File: config.mk
export PLATFORM = sky130hd
export DESIGN_NAME = jt1942_dwnld
export DESIGN_NICKNAME = d
export VERILOG_FILES = /design/src/rtl/jt1942_dwnld.sv
export SDC_FILE = /design/constraint.sdc
export NUM_CORES = 1
export LEC_CHECK = 0
export CAP_MARGIN = 10
export CORE_MARGIN = 2
export CORE_UTILIZATION = 54
export DETAILED_ROUTE_END_ITERATION = 8
export DONT_BUFFER_PORTS = 1
export GPL_ROUTABILITY_DRIVEN = 0
export PLACE_DENSITY = 0.69
export SLEW_MARGIN = 20
export SYNTH_ARGS = -nofsm -noshare
export SYNTH_HDL_FRONTEND = slang
export SYNTH_SLANG_ARGS = --single-unit
File: constraint.sdc
create_clock -name clk -period 2.32 [get_ports clk]
set_clock_uncertainty 0.05 [all_clocks]
set_input_delay 0.464 -clock clk [delete_from_list [all_inputs] [get_ports clk]]
set_output_delay 0.464 -clock clk [all_outputs]
set_load 0.1 [all_outputs]
File: src/rtl/jt1942_dwnld.sv
// ROM download router for the 1942 core: maps ioctl bytes to SDRAM word/lane
// (object ROM interleaved), diverts PROM bytes to BRAM strobes, 2-deep write buffer.
module jt1942_dwnld #(
  parameter logic [21:0] PROM_START = 22'h3A000,
  parameter logic [21:0] OBJ_START  = 22'h2A000,
  parameter int          PROM_CNT   = 8
) (
  input  logic                clk,
  input  logic                rst_n,
  input  logic                downloading,
  input  logic [21:0]         ioctl_addr,
  input  logic [7:0]          ioctl_data,
  input  logic                ioctl_wr,
  output logic [21:0]         prog_addr,
  output logic [7:0]          prog_data,
  output logic [1:0]          prog_mask,
  output logic                prog_we,
  input  logic                prog_ack,
  output logic [PROM_CNT-1:0] prom_we,
  output logic [7:0]          prom_addr,
  output logic [7:0]          prom_data,
  output logic                busy,
  output logic                ovf
);

  // Entry layout: {word[21:0], mask[1:0], data[7:0]}
  localparam logic [31:0] ENTRY_RST = {22'd0, 2'b11, 8'd0};

  logic                accept_s;
  logic [15:0]         obj_off_s;
  logic [21:0]         prom_off_s;
  logic                push_s;
  logic [31:0]         entry_s;
  logic                prom_hit_s;
  logic [PROM_CNT-1:0] prom_we_s;
  logic                pop_s;
  logic                drop_s;
  logic [31:0]         head_r, head_nx_s;
  logic [31:0]         tail_r, tail_nx_s;
  logic [1:0]          cnt_r, cnt_nx_s;
  logic                dl_d_r;
  logic                ovf_r;
  logic                busy_r;
  logic [PROM_CNT-1:0] prom_we_r;
  logic [7:0]          prom_addr_r;
  logic [7:0]          prom_data_r;

  assign accept_s   = downloading & ioctl_wr;
  // Only the low 16 bits of the object offset matter; modular subtraction keeps them exact.
  assign obj_off_s  = ioctl_addr[15:0] - OBJ_START[15:0];
  assign prom_off_s = ioctl_addr - PROM_START;

  // Address decode: SDRAM entry or PROM strobe for the accepted byte
  always_comb begin
    push_s     = 1'b0;
    entry_s    = ENTRY_RST;
    prom_hit_s = 1'b0;
    prom_we_s  = '0;
    if (!accept_s) begin
      push_s = 1'b0;
    end else if (ioctl_addr < OBJ_START) begin
      push_s  = 1'b1;
      entry_s = {{1'b0, ioctl_addr[21:1]}, (ioctl_addr[0] ? 2'b01 : 2'b10), ioctl_data};
    end else if (ioctl_addr < PROM_START) begin
      push_s  = 1'b1;
      entry_s = {(OBJ_START >> 1) + {7'd0, obj_off_s[14:0]},
                 (obj_off_s[15] ? 2'b01 : 2'b10), ioctl_data};
    end else if (prom_off_s[21:8] < 14'(PROM_CNT)) begin
      prom_hit_s = 1'b1;
      for (int i = 0; i < PROM_CNT; i++) begin
        prom_we_s[i] = (prom_off_s[21:8] == 14'(i));
      end
    end else begin
      push_s = 1'b0;
    end
  end

  assign pop_s = prog_ack & (cnt_r != 2'd0);

  // FIFO next state: head always presents the oldest entry
  always_comb begin
    head_nx_s = head_r;
    tail_nx_s = tail_r;
    cnt_nx_s  = cnt_r;
    drop_s    = 1'b0;
    case (cnt_r)
      2'd0: begin
        if (push_s) begin
          head_nx_s = entry_s;
          cnt_nx_s  = 2'd1;
        end else begin
          cnt_nx_s  = 2'd0;
        end
      end
      2'd1: begin
        if (push_s && pop_s) begin
          head_nx_s = entry_s;
        end else if (push_s) begin
          tail_nx_s = entry_s;
          cnt_nx_s  = 2'd2;
        end else if (pop_s) begin
          cnt_nx_s  = 2'd0;
        end else begin
          cnt_nx_s  = 2'd1;
        end
      end
      2'd2: begin
        if (pop_s) begin
          head_nx_s = tail_r;
          if (push_s) tail_nx_s = entry_s;
          else        cnt_nx_s  = 2'd1;
        end else if (push_s) begin
          drop_s = 1'b1;
        end else begin
          cnt_nx_s = 2'd2;
        end
      end
      default: cnt_nx_s = 2'd0;
    endcase
  end

  // FIFO storage
  always_ff @(posedge clk or negedge rst_n) begin
    if (!rst_n) begin
      head_r <= ENTRY_RST;
      tail_r <= ENTRY_RST;
      cnt_r  <= 2'd0;
    end else begin
      head_r <= head_nx_s;
      tail_r <= tail_nx_s;
      cnt_r  <= cnt_nx_s;
    end
  end

  // Status: sticky overflow cleared on a new download window, busy tracking
  always_ff @(posedge clk or negedge rst_n) begin
    if (!rst_n) begin
      dl_d_r <= 1'b0;
      ovf_r  <= 1'b0;
      busy_r <= 1'b0;
    end else begin
      dl_d_r <= downloading;
      busy_r <= downloading | (cnt_r != 2'd0);
      if (drop_s)                     ovf_r <= 1'b1;
      else if (downloading && !dl_d_r) ovf_r <= 1'b0;
      else                            ovf_r <= ovf_r;
    end
  end

  // PROM strobe lasts exactly one cycle; address/data held afterwards
  always_ff @(posedge clk or negedge rst_n) begin
    if (!rst_n) begin
      prom_we_r   <= '0;
      prom_addr_r <= 8'd0;
      prom_data_r <= 8'd0;
    end else begin
      prom_we_r <= prom_we_s;
      if (prom_hit_s) begin
        prom_addr_r <= prom_off_s[7:0];
        prom_data_r <= ioctl_data;
      end
    end
  end

  assign prog_addr = head_r[31:10];
  assign prog_mask = head_r[9:8];
  assign prog_data = head_r[7:0];
  assign prog_we   = (cnt_r != 2'd0);
  assign prom_we   = prom_we_r;
  assign prom_addr = prom_addr_r;
  assign prom_data = prom_data_r;
  assign busy      = busy_r;
  assign ovf       = ovf_r;

endmodule

# == After elaboration in Yosys (flattened, before gate mapping) ==
# Cells that the tools add are included.
# word_totals
wordCells,81
regBits,93
output_inout_bits,59
# classes
order_cmp,3
bitwise,3
n_eq_ne,14
n_reduce_logical,12
addsub,3
mux,37
# ops
operator,count
$mux W32,7
$pmux W32 S3,1
$pmux W32 S2,1
$eq A14 B3 Y1 const B,4
$lt A22 B18 Y1 const B,2
$mux W8,4
$mux W31,1
$eq A14 B2 Y1 const B,2
$mux W28,1
$sub A22 B18 Y22 const B,1
$add A17 B15 Y18 const A,1
$sub A16 B16 Y16 const B,1
$eq A14 B1 Y1 const B,1
$logic_not A14 Y1,1
$lt A14 B4 Y1 const B,1
$mux W1,14
$mux W2,7
$ne A2 B2 Y1 const B,5
$pmux W2 S3,1
$reduce_bool A2 Y1,3
$reduce_and A4 Y1,1
$reduce_and A3 Y1,1
$reduce_bool A3 Y1,1
$and A1 B1 Y1,2
7 further kinds,8

# == Depth between registers and ports, before layout ==
# Gate-level depths: netlist of the first run.
# depth
word_depth,8
depth_mapped,9

# == Least setup slack after synthesis of the first run ==
# Ideal clock, no wire load.
# synth_timing
path_type,input-to-reg
from,in ioctl_addr[13]
to,reg prom_addr_r[0] (netlist: prom_addr[0])
t_required_ps,2145
stages,9
setup_time_ps,125
path_slack_ps,-6
t_arrival_ps,2151
path_cell_list,inv_1 > ha_1 > nand2b_1 > o22ai_1 > nand4_1 > or4_1 > buf_2 > buf_6 > mux2_4
# synth_between
elab_chain_cells,6
# synth_lines
element,line,rtl
start: declaration,11,"input logic [21:0] ioctl_addr,"
$sub A22 B18 Y22,51,assign prom_off_s = ioctl_addr - PROM_START;
$lt A14 B4 Y1,68,end else if (prom_off_s[21:8] < 14'(PROM_CNT)) begin
$mux W1,68,
$mux W1,64,end else if (ioctl_addr < PROM_START) begin
$mux W1 (*),61,end else if (ioctl_addr < OBJ_START) begin
$mux W1 (*),59,if (!accept_s) begin
end signal: assignment,159,prom_addr_r <= prom_off_s[7:0];
end: declaration,45,logic [7:0] prom_addr_r;
# Mark *: on every way between the ends. The rest lies on a longest branch, timed or not.
# A chain may end at the register's enable or synchronous reset.

# == Final worst setup path of the first run ==
# layout_timing
from,reg cnt_r[0]
to,out prog_we
# layout_between
elab_chain_cells,1
# layout_lines
element,line,rtl
start: declaration,40,"logic [1:0] cnt_r, cnt_nx_s;"
start signal: assignment,131,cnt_r <= cnt_nx_s;
$reduce_bool A2 Y1,168,assign prog_we = (cnt_r != 2'd0);
end: declaration,17,"output logic prog_we,"
# Every way passes these cells.

==> run_results.csv, run 1 <==
group,metric,value,unit
yosys,synth_area,4210,µm²
sta,setup_viol,0,
yosys,synth_top_area_share,51.7,%
clocking,numCtsBuffers,9,
yosys,synth_xor_area_share,0.624,%
final_layout,syn2layout_area_growth,15.0,%
final_layout,drive_gt1_share,25.1,%
yosys,ys_seq_elements,91,
clocking,clock_latency,360,ps
final_layout,finalNetCount,461,
die,start_util,55.1,%
sta,whs,-262,ps
yosys,yosys_warnings,0,
routing,wl_met1,4350,µm
power_and_ir_drop,vdd_drop_max,0.000359,V
die,num_io_pins,94,
sta,hold_viol,91,
setup_path,cpMaxStageDelayCell,"or2_2",
setup_path,crit_chain,"buf_4 > or2_2",
die,die_w,92.3,µm
yosys,seq_area_frac_synth,54.2,%
setup_path,critical_path.max_fanout,11,
yosys,syn_avg_cell_area,10.9,µm²
setup_path,crit_required,1810,ps
sta,worst_slack,219,ps
placement,io_buffers,0,
power_and_ir_drop,p_total,3.52,mW
routing,wl,9230,µm
routing,met2WireLength,4090,µm
grt,grt_max_degree,92,
sta,slew_headroom,35.4,%
status,failed_checks,"hold timing",
grt,grt_pass1_wl,15100,µm
routing,first_iter_violations,317,
sta,finalCriticalPeriod,2100,ps
die,rows,32,
final_layout,finalInstanceArea,4850,µm²
yosys,syn_nets,426,
setup_path,cpPeakStageDelay,510,ps
grt,grt_pass1_vias,2937,
yosys,synthTopCellsByArea,"dfrtp_1 52%, o21ai_0 5.6%, mux2_4 5.0%",
clocking,htree_levels,3,
yosys,synth_compound_area_share,12.5,%
clocking,clockRootBuffer,"clkbuf_8",
status,run_status,"complete, but fails checks",
routing,drt-pass1-iter-count,4,
routing,ant_nets,0,
run,cap_viol_max_count,0,
clocking,clkSinkCount,91,
setup_path,cp-startpoint,"cnt_r[0]",
sta,tightest_slew,969,ps
grt,grt_overflow,0,
setup_path,r2r-start,"cnt_r[0]",
yosys,synth_fa_ha_area_share,1.49,%
yosys,yosys.area_share.simple,15.5,%
die,core,7650,µm²
final_layout,insertedDiodeCount,0,
sta,fin_crit_sh,90.6,%
clocking,post_cts_resized,0,
routing,route.met3.wl,656,µm
grt,antenna_found_initial,0,
power_and_ir_drop,p_per_area,726,nW/µm²
clocking,clk_path_buf_depth,2,
sta,max_freq,0.476,GHz
clocking,path_clk_slew,90,ps
setup_path,arrival,1590,ps
setup_path,setup.worst_path.end_class,"output port",
placement,place_inst,512,
routing,viasPerCell,5.73,
yosys,synthMuxAreaShare,11.8,%
clocking,cts_tree,"done",
power_and_ir_drop,p_leak,2.46,nW
yosys,synth_top_family_by_area,"simple AND/OR/NAND/NOR gates",
placement,place_area,4640,µm²
yosys,synth.distinct_cells,46,
sta,rsz0062_at_grt,"false",
sta,final.setup.tns,0,ps
worst_hold_path,hp-class,"primary input to async pin",
setup_path,critPathKind,"flop to output port",
routing,wl_per_cell,17.5,µm
grt,track_usage,22.8,%
placement,dp_worst_setup_slack,-36.6,ps
yosys,synth_top_cell_by_area,"dfrtp_1",
yosys,synth_cells,386,
yosys,synth_ff_type,"dfrtp_1",
final_layout,finalNonFillerCells,528,
routing,highest_layer,"met4",
final_layout,fin_util,63.4,%
yosys,synthArstFlopShare,100,%
sta,final_max_slew_viol_count,0,
yosys,synth_edf_count,0,
routing,dr_total_vias,3023,
die,fp.dieH,92.3,µm
setup_path,cp-start-kind,"flop",
placement,hpwl,6290,µm
routing,drc,0,
die,die-area,8520,µm²
## where the power goes
group	total [mW]	switching [mW]	internal (mW)
sequential	1.79	0.132	1.66
clock	1.13	0.609	0.517
combinational	0.599	0.461	0.138
## cells in the mapped netlist (2+ instances only)
| cell type | count |
|---|---|
| mux2_2 | 14 |
| a21o_1 | 2 |
| nor2b_1 | 3 |
| inv_1 | 6 |
| clkbuf_1 | 21 |
| or3_1 | 2 |
| and4_1 | 2 |
| nor4_1 | 9 |
| dfrtp_1 | 87 |
| a21oi_1 | 31 |
| and3_1 | 9 |
| xnor2_1 | 2 |
| mux2i_1 | 13 |
| and4b_1 | 14 |
| mux2_4 | 14 |
| o22ai_1 | 2 |
| o41ai_1 | 2 |
| nand2b_1 | 6 |
| buf_2 | 3 |
| nand2_1 | 45 |
| o21ai_0 | 47 |
| buf_6 | 3 |
| nor2_1 | 10 |
| ha_1 | 5 |
| dfstp_2 | 4 |
| nand4_1 | 2 |
| and2_1 | 8 |
| o31ai_1 | 2 |
## layout make-up
| class | count | area, µm² |
|---|---|---|
| clock buffers | 9 | 124 |
| clock inverters | 7 | 82.6 |
| fillers | 605 | 2800 |
| inverters | 6 | 22.5 |
| multi-input cells | 261 | 1800 |
| flip-flops and latches | 91 | 2280 |
| well taps | 102 | 128 |
| repair buffers | 52 | 403 |
## cell usage in the layout, fill, tap and decap left out, types with 10 or more instances in the layout
cell type	synthesis	final
mux2_4	14	14
mux2i_1	13	13
o21ai_0	47	46
dfrtp_1	87	87
nor2_1	10	10
buf_4	1	51
a21oi_1	31	31
nand2_1	45	45
mux2_2	14	14
and4b_1	14	14
## critical path: cells and delay by family (launching register included)
| family | cells | cell delay, ps |
|---|---|---|
| AND/OR/NAND/NOR | 1 | 510 |
| buffers and inverters | 1 | 220 |
| flip-flops | 1 | 500 |
## sequential cells by signal, summed over array words and instances, names as in the netlist
| register | count |
|---|---|
| prom_we | 8 |
| prom_addr | 8 |
| dl_d_r | 1 |
| cnt_r | 2 |
| busy | 1 |
| head_r | 31 |
| tail_r | 31 |
| prom_data | 8 |
| ovf | 1 |
## final timing paths
check / slack, ps / endpoint / cells after the start
worst max-delay path: 220 / prog_we / 2
worst min-delay path: -260 / tail_r[20] / 0
worst max register to register: 250 / tail_r[0] / 4
worst min register to register: 430 / tail_r[15] / 2
max in group asynchronous: 2260 / tail_r[8] / 0
min in group clk: 60 / dl_d_r / 0
## metal layers
layer	up-vias	GRT usage, %
li1	1446	-
met5	-	0
met1	1480	32.7
met2	86	32.5
met3	11	7.40
met4	0	8.08
## cells by family after synthesis
kind of cell               Yosys count
AOI/OAI and AO/OA                   95
xor gates and xnor gates             3
adders and majority gates            5
buffers and inverters               34
DFF                                 91
muxes                               41
other                                1
and+or+nand+nor                    116
## repair_timing
action	CTS	global route
endpoints found under the hold margin	91	91
buffers inserted	0	0
endpoints found under the setup margin	0	0
No activity file was read; power rests on OpenSTA's default activity.
==> inputs of run 2 (changes only) <==
CELL_PAD_IN_SITES_DETAIL_PLACEMENT = 0   (was not set)
CELL_PAD_IN_SITES_GLOBAL_PLACEMENT = 1   (was not set)
CORE_UTILIZATION = 49   (was 54)
PLACE_DENSITY = 0.79   (was 0.69)
==> run 2 against run 1 <==
Compared with the run above:
- the run still ends with hold timing left
- clock-buffer cell count is 2 higher
- power up 2.0%
- critical path depth rose by 6
- cell count increased by 0.95%
- fmax grew 2.4%
- sequential cell count unchanged
- global-route usage decreased by 1.6 points
==> run_results.csv, run 2 (same netlist as run 1, synthesis figures left out) <==
group,metric,value,unit
status,run_status,"complete, but fails checks",
status,failed_checks,"hold timing",
setup_path,cpMaxStageDelayCell,"or4_1",
power_and_ir_drop,vdd_drop_max,0.000647,V
sta,max_freq,0.488,GHz
die,die_w,96.7,µm
sta,hold_viol,91,
routing,dr_total_vias,2994,
setup_path,cpPeakStageDelay,620,ps
setup_path,critical_path.max_fanout,8,
setup_path,worst-r2r-cell-count,7,
sta,fin_crit_sh,88.4,%
placement,io_buffers,0,
clocking,numCtsBuffers,9,
final_layout,layout_commonest_cell,"dfrtp_1",
power_and_ir_drop,sequentialPowerShare,49.7,%
routing,drt-pass1-iter-count,4,
die,die-area,9350,µm²
die,num_io_pins,94,
routing,wl,9640,µm
final_layout,fin_util,59.2,%
clocking,cts_tree,"done",
setup_path,setup.worst_path.end_class,"flop",
die,start_util,51.0,%
die,core,8260,µm²
routing,ant_nets,0,
clocking,clockRootBuffer,"clkbuf_8",
final_layout,finalNetCount,463,
grt,grt_pass1_vias,3072,
final_layout,syn2layout_area_growth,16.0,%
power_and_ir_drop,internal_power,2.44,mW
setup_path,r2r-start,"cnt_r[0]",
setup_path,cp-start-kind,"primary input",
setup_path,crit_chain,"inv_1 > ha_4 > nand2b_1 > o22ai_1 > nand4_1 > or4_1 > buf_4 > nor4_1",
clocking,clock_latency,350,ps
clocking,post_cts_resized,0,
sta,finalCriticalPeriod,2050,ps
placement,hpwl,6490,µm
worst_hold_path,hp-class,"primary input to async pin",
die,rows,33,
placement,place_inst,516,
clocking,htree_levels,3,
die,fp.dieH,96.7,µm
routing,viasPerCell,5.62,
clocking,path_clk_slew,90,ps
grt,grt_pass1_wl,16000,µm
sta,final_max_slew_viol_count,0,
routing,wl_per_cell,18.1,µm
clocking,clk_path_buf_depth,2,
clocking,clkSinkCount,91,
grt,grt_max_degree,92,
sta,rsz0062_at_grt,"false",
power_and_ir_drop,combPwrFrac,16.9,%
setup_path,crit_required,2500,ps
run,cap_viol_max_count,0,
grt,antenna_found_initial,0,
power_and_ir_drop,switching_share,32.0,%
final_layout,drive_gt1_share,25.5,%
power_and_ir_drop,p_clk_share,33.3,%
setup_path,r2r_setup_slack,430,ps
sta,tightest_slew,940,ps
setup_path,arrival,2230,ps
final_layout,n_fill_cell,731,
final_layout,insertedDiodeCount,0,
routing,first_iter_violations,154,
sta,slew_headroom,37.3,%
final_layout,finalNonFillerCells,533,
power_and_ir_drop,p_leak,2.48,nW
final_layout,mostFrequentLayoutCells,"87 x dfrtp_1, 52 x buf_4, 46 x o21ai_0",
setup_path,critPathKind,"primary input to flop",
power_and_ir_drop,p_per_area,734,nW/µm²
sta,setup_viol,0,
sta,whs,-256,ps
final_layout,reg_top3,"head_r: 31 flops, tail_r: 31 flops",
routing,drc,0,
setup_path,r2r_end,"tail_r[18]",
power_and_ir_drop,switching_power,1.15,mW
grt,track_usage,21.1,%
grt,grt_overflow,0,
## run 2: cell type report
cell class / count / area [µm²] / share of cell area, %
Clock buffer: 11 / 141 / 2.89
Clock inverter: 5 / 85.1 / 1.74
Inverter: 6 / 22.5 / 0.461
Multi-Input combinational cell: 262 / 1820 / 37.1
Sequential cell: 91 / 2280 / 46.7
Tap cell: 105 / 131 / 2.69
Timing Repair Buffer: 53 / 410 / 8.40
## run 2: worst max-delay path by stage
stage | start | end | slack (ps) | cells past startpoint
floorplan | ioctl_addr[14] | prom_addr[0] | 7 | 9
global placement | ioctl_addr[14] | prom_data[4] | -40 | 8
detailed placement | ioctl_addr[14] | prom_addr[4] | -70 | 8
CTS | cnt_r[1] | tail_r[18] | 140 | 6
global route | ioctl_addr[14] | prom_we[5] | 150 | 8
finish | ioctl_addr[14] | prom_we[5] | 270 | 8
## run 2: per-stage QoR
stage	hold WS (ps)	area, µm²	total power, mW	setup slack, ps	setup TNS (ps)
finish	-256	4890	3.59	269	0
global route	-284	4890	3.73	150	0
CTS	-272	4880	3.62	144	0
detailed placement	121	4650	2.42	-68.5	-1070
global placement	121	4650	2.42	-43.8	-620
floorplan	118	4240	2.30	7.46	0
## run 2: power by group through the flow
stage               clock network (mW)  registers (mW)  logic, mW
floorplan                            0            2.16      0.146
global placement                     0            1.81      0.603
detailed placement                   0            1.82      0.608
CTS                               1.23            1.79      0.609
global route                      1.30            1.79      0.637
finish                            1.20            1.78      0.608
## run 2: worst max-delay path, delay by kind of cell
| family | cells | cell delay, ps |
|---|---|---|
| AO/OA/AOI/OAI | 1 | 150 |
| adder cells (fa/ha/maj) | 1 | 160 |
| buffers and inverters | 2 | 250 |
| AND/OR/NAND/NOR | 4 | 1200 |
## run 2: routing by layer
metal	vias up	GRT usage, %	wire length, µm
met5	-	0	0
met4	0	5.63	132
met3	13	7.66	641
met2	83	33.5	4640
met1	1449	27.6	4220
li1	1449	-	-
## run 2: repair_timing
item / CTS / global route
setup endpoints to repair: 0 / 1
hold endpoints to repair: 91 / 91
buffers inserted: 0 / 0
==> inputs of run 3 (changes only) <==
CORE_ASPECT_RATIO = 1.25   (was not set)
==> run 3 against run 2 <==
Compared with the run above:
- hold slack worse by 13 ps
- via count is 1.8% higher
- first-iteration DRC count is 34% lower
- non-clock buffer count is 1 higher
- die area hardly changed
- critical path depth stayed put
- critical path type unchanged
- register-to-register slack worse by 70 ps
- sequential power hardly changed
- fmax is 2.1% higher
- sequential share of layout area is 0.084 points higher
- clock power hardly changed
- the flow still finishes with violations (hold timing)
==> run_results.csv, run 3 (same netlist as run 1, synthesis figures left out) <==
group,metric,value,unit
worst_hold_path,hp-class,"primary input to async pin",
routing,viasPerCell,5.80,
clocking,cts_setup_buffers,0,
clocking,cts_tree,"done",
sta,max_freq,0.498,GHz
clocking,clk_path_buf_depth,2,
final_layout,syn2layout_area_growth,15.8,%
sta,tightest_slew,985,ps
clocking,clkSinkCount,91,
power_and_ir_drop,p_leak,2.49,nW
routing,first_iter_violations,101,
sta,whs,-269,ps
setup_path,critical_path.max_fanout,14,
grt,grt_pass1_wl,15600,µm
setup_path,r2r-start,"cnt_r[0]",
sta,rsz0062_at_grt,"false",
power_and_ir_drop,p_per_area,738,nW/µm²
sta,finalCriticalPeriod,2010,ps
die,start_util,50.8,%
placement,place_inst,509,
routing,wl_per_cell,18.0,µm
routing,dr_total_vias,3049,
sta,setup_viol,0,
die,rows,37,
status,failed_checks,"hold timing",
routing,ant_nets,0,
clocking,path_clk_slew,90,ps
placement,io_buffers,0,
routing,wl,9460,µm
sta,final.setup.tns,0,ps
final_layout,mostFrequentLayoutCells,"87 x dfrtp_1, 53 x buf_4, 46 x o21ai_0",
final_layout,finalNetCount,463,
die,fp.dieH,108,µm
setup_path,crit_required,2520,ps
sta,fin_crit_sh,86.6,%
final_layout,drive_gt1_share,25.2,%
setup_path,r2r_end,"tail_r[15]",
setup_path,cp-start-kind,"primary input",
setup_path,critPathCapture,"prom_addr[3]",
die,num_io_pins,94,
routing,drc,0,
die,die-area,9360,µm²
grt,antenna_found_initial,1,
placement,hpwl,6440,µm
die,die_w,86.9,µm
final_layout,finalNonFillerCells,526,
grt,grt_max_degree,92,
final_layout,layout_commonest_cell,"dfrtp_1",
clocking,htree_levels,3,
power_and_ir_drop,vdd_drop_max,0.000344,V
setup_path,cp-startpoint,"ioctl_addr[14]",
routing,drt-pass1-iter-count,6,
sta,final_max_slew_viol_count,0,
die,core,8290,µm²
setup_path,r2r_setup_slack,360,ps
grt,track_usage,21.5,%
status,run_status,"complete, but fails checks",
setup_path,worst-r2r-cell-count,6,
sta,slew_headroom,34.3,%
clocking,numCtsBuffers,9,
final_layout,fin_util,58.9,%
setup_path,arrival,2200,ps
run,cap_viol_max_count,0,
clocking,clockRootBuffer,"clkbuf_8",
grt,grt_overflow,0,
setup_path,setup.worst_path.end_class,"flop",
sta,hold_viol,91,
final_layout,reg_top3,"head_r: 31 flops, tail_r: 31 flops",
setup_path,critPathKind,"primary input to flop",
clocking,clock_latency,360,ps
grt,grt_pass1_vias,3100,
run 3: layer usage:
| metal | track usage (%) | vias up | wire (µm) |
|---|---|---|---|
| li1 | - | 1443 | - |
| met1 | 27.1 | 1497 | 4030 |
| met2 | 33.4 | 88 | 4490 |
| met3 | 6.37 | 21 | 662 |
| met4 | 10.5 | 0 | 285 |
| met5 | 0 | - | 0 |
run 3: worst min-delay path by stage:
stage | startpoint | end | slack, ps | depth (start not counted)
floorplan | rst_n | busy | 120 | 0
finish | rst_n | prom_data[2] | -270 | 0
CTS | rst_n | tail_r[3] | -280 | 0
detailed placement | rst_n | tail_r[3] | 120 | 0
global route | rst_n | prom_data[3] | -290 | 0
global placement | rst_n | prom_data[2] | 120 | 0
run 3: stage by stage:
step                setup WS, ps  power [mW]  cell area (µm²)
floorplan                   7.46        2.30             4240
global placement           -32.9        2.42             4650
detailed placement         -62.6        2.42             4650
CTS                          314        3.63             4880
global route                 144        3.73             4880
finish                       312        3.60             4880
run 3: final cells by class:
type / instances / area, µm²
antenna: 1 / 2.50
clock buffer: 12 / 155
clock inverter: 4 / 73.8
fill: 718 / 3410
inverter: 6 / 22.5
multi-input combinational: 261 / 1800
sequential: 91 / 2280
tap: 97 / 121
timing repair buffer: 54 / 418
run 3: power breakdown:
| part | internal, mW | total, mW | switching [mW] |
|---|---|---|---|
| logic | 0.139 | 0.611 | 0.472 |
| registers | 1.66 | 1.78 | 0.120 |
| clock network | 0.666 | 1.21 | 0.545 |
| total | 2.46 | 3.60 | 1.14 |
run 3: repair_timing:
action	CTS	global route
resized for setup	0	0
setup endpoints to repair	0	0
endpoints found under the hold margin	91	91
run 3: critical path, stage by stage:
cell and delay [ps]:
inv_1 40, ha_4 160, nand2b_1 150, o22ai_1 150
nand4_1 120, or4_1 610, buf_12 200, mux2_4 300
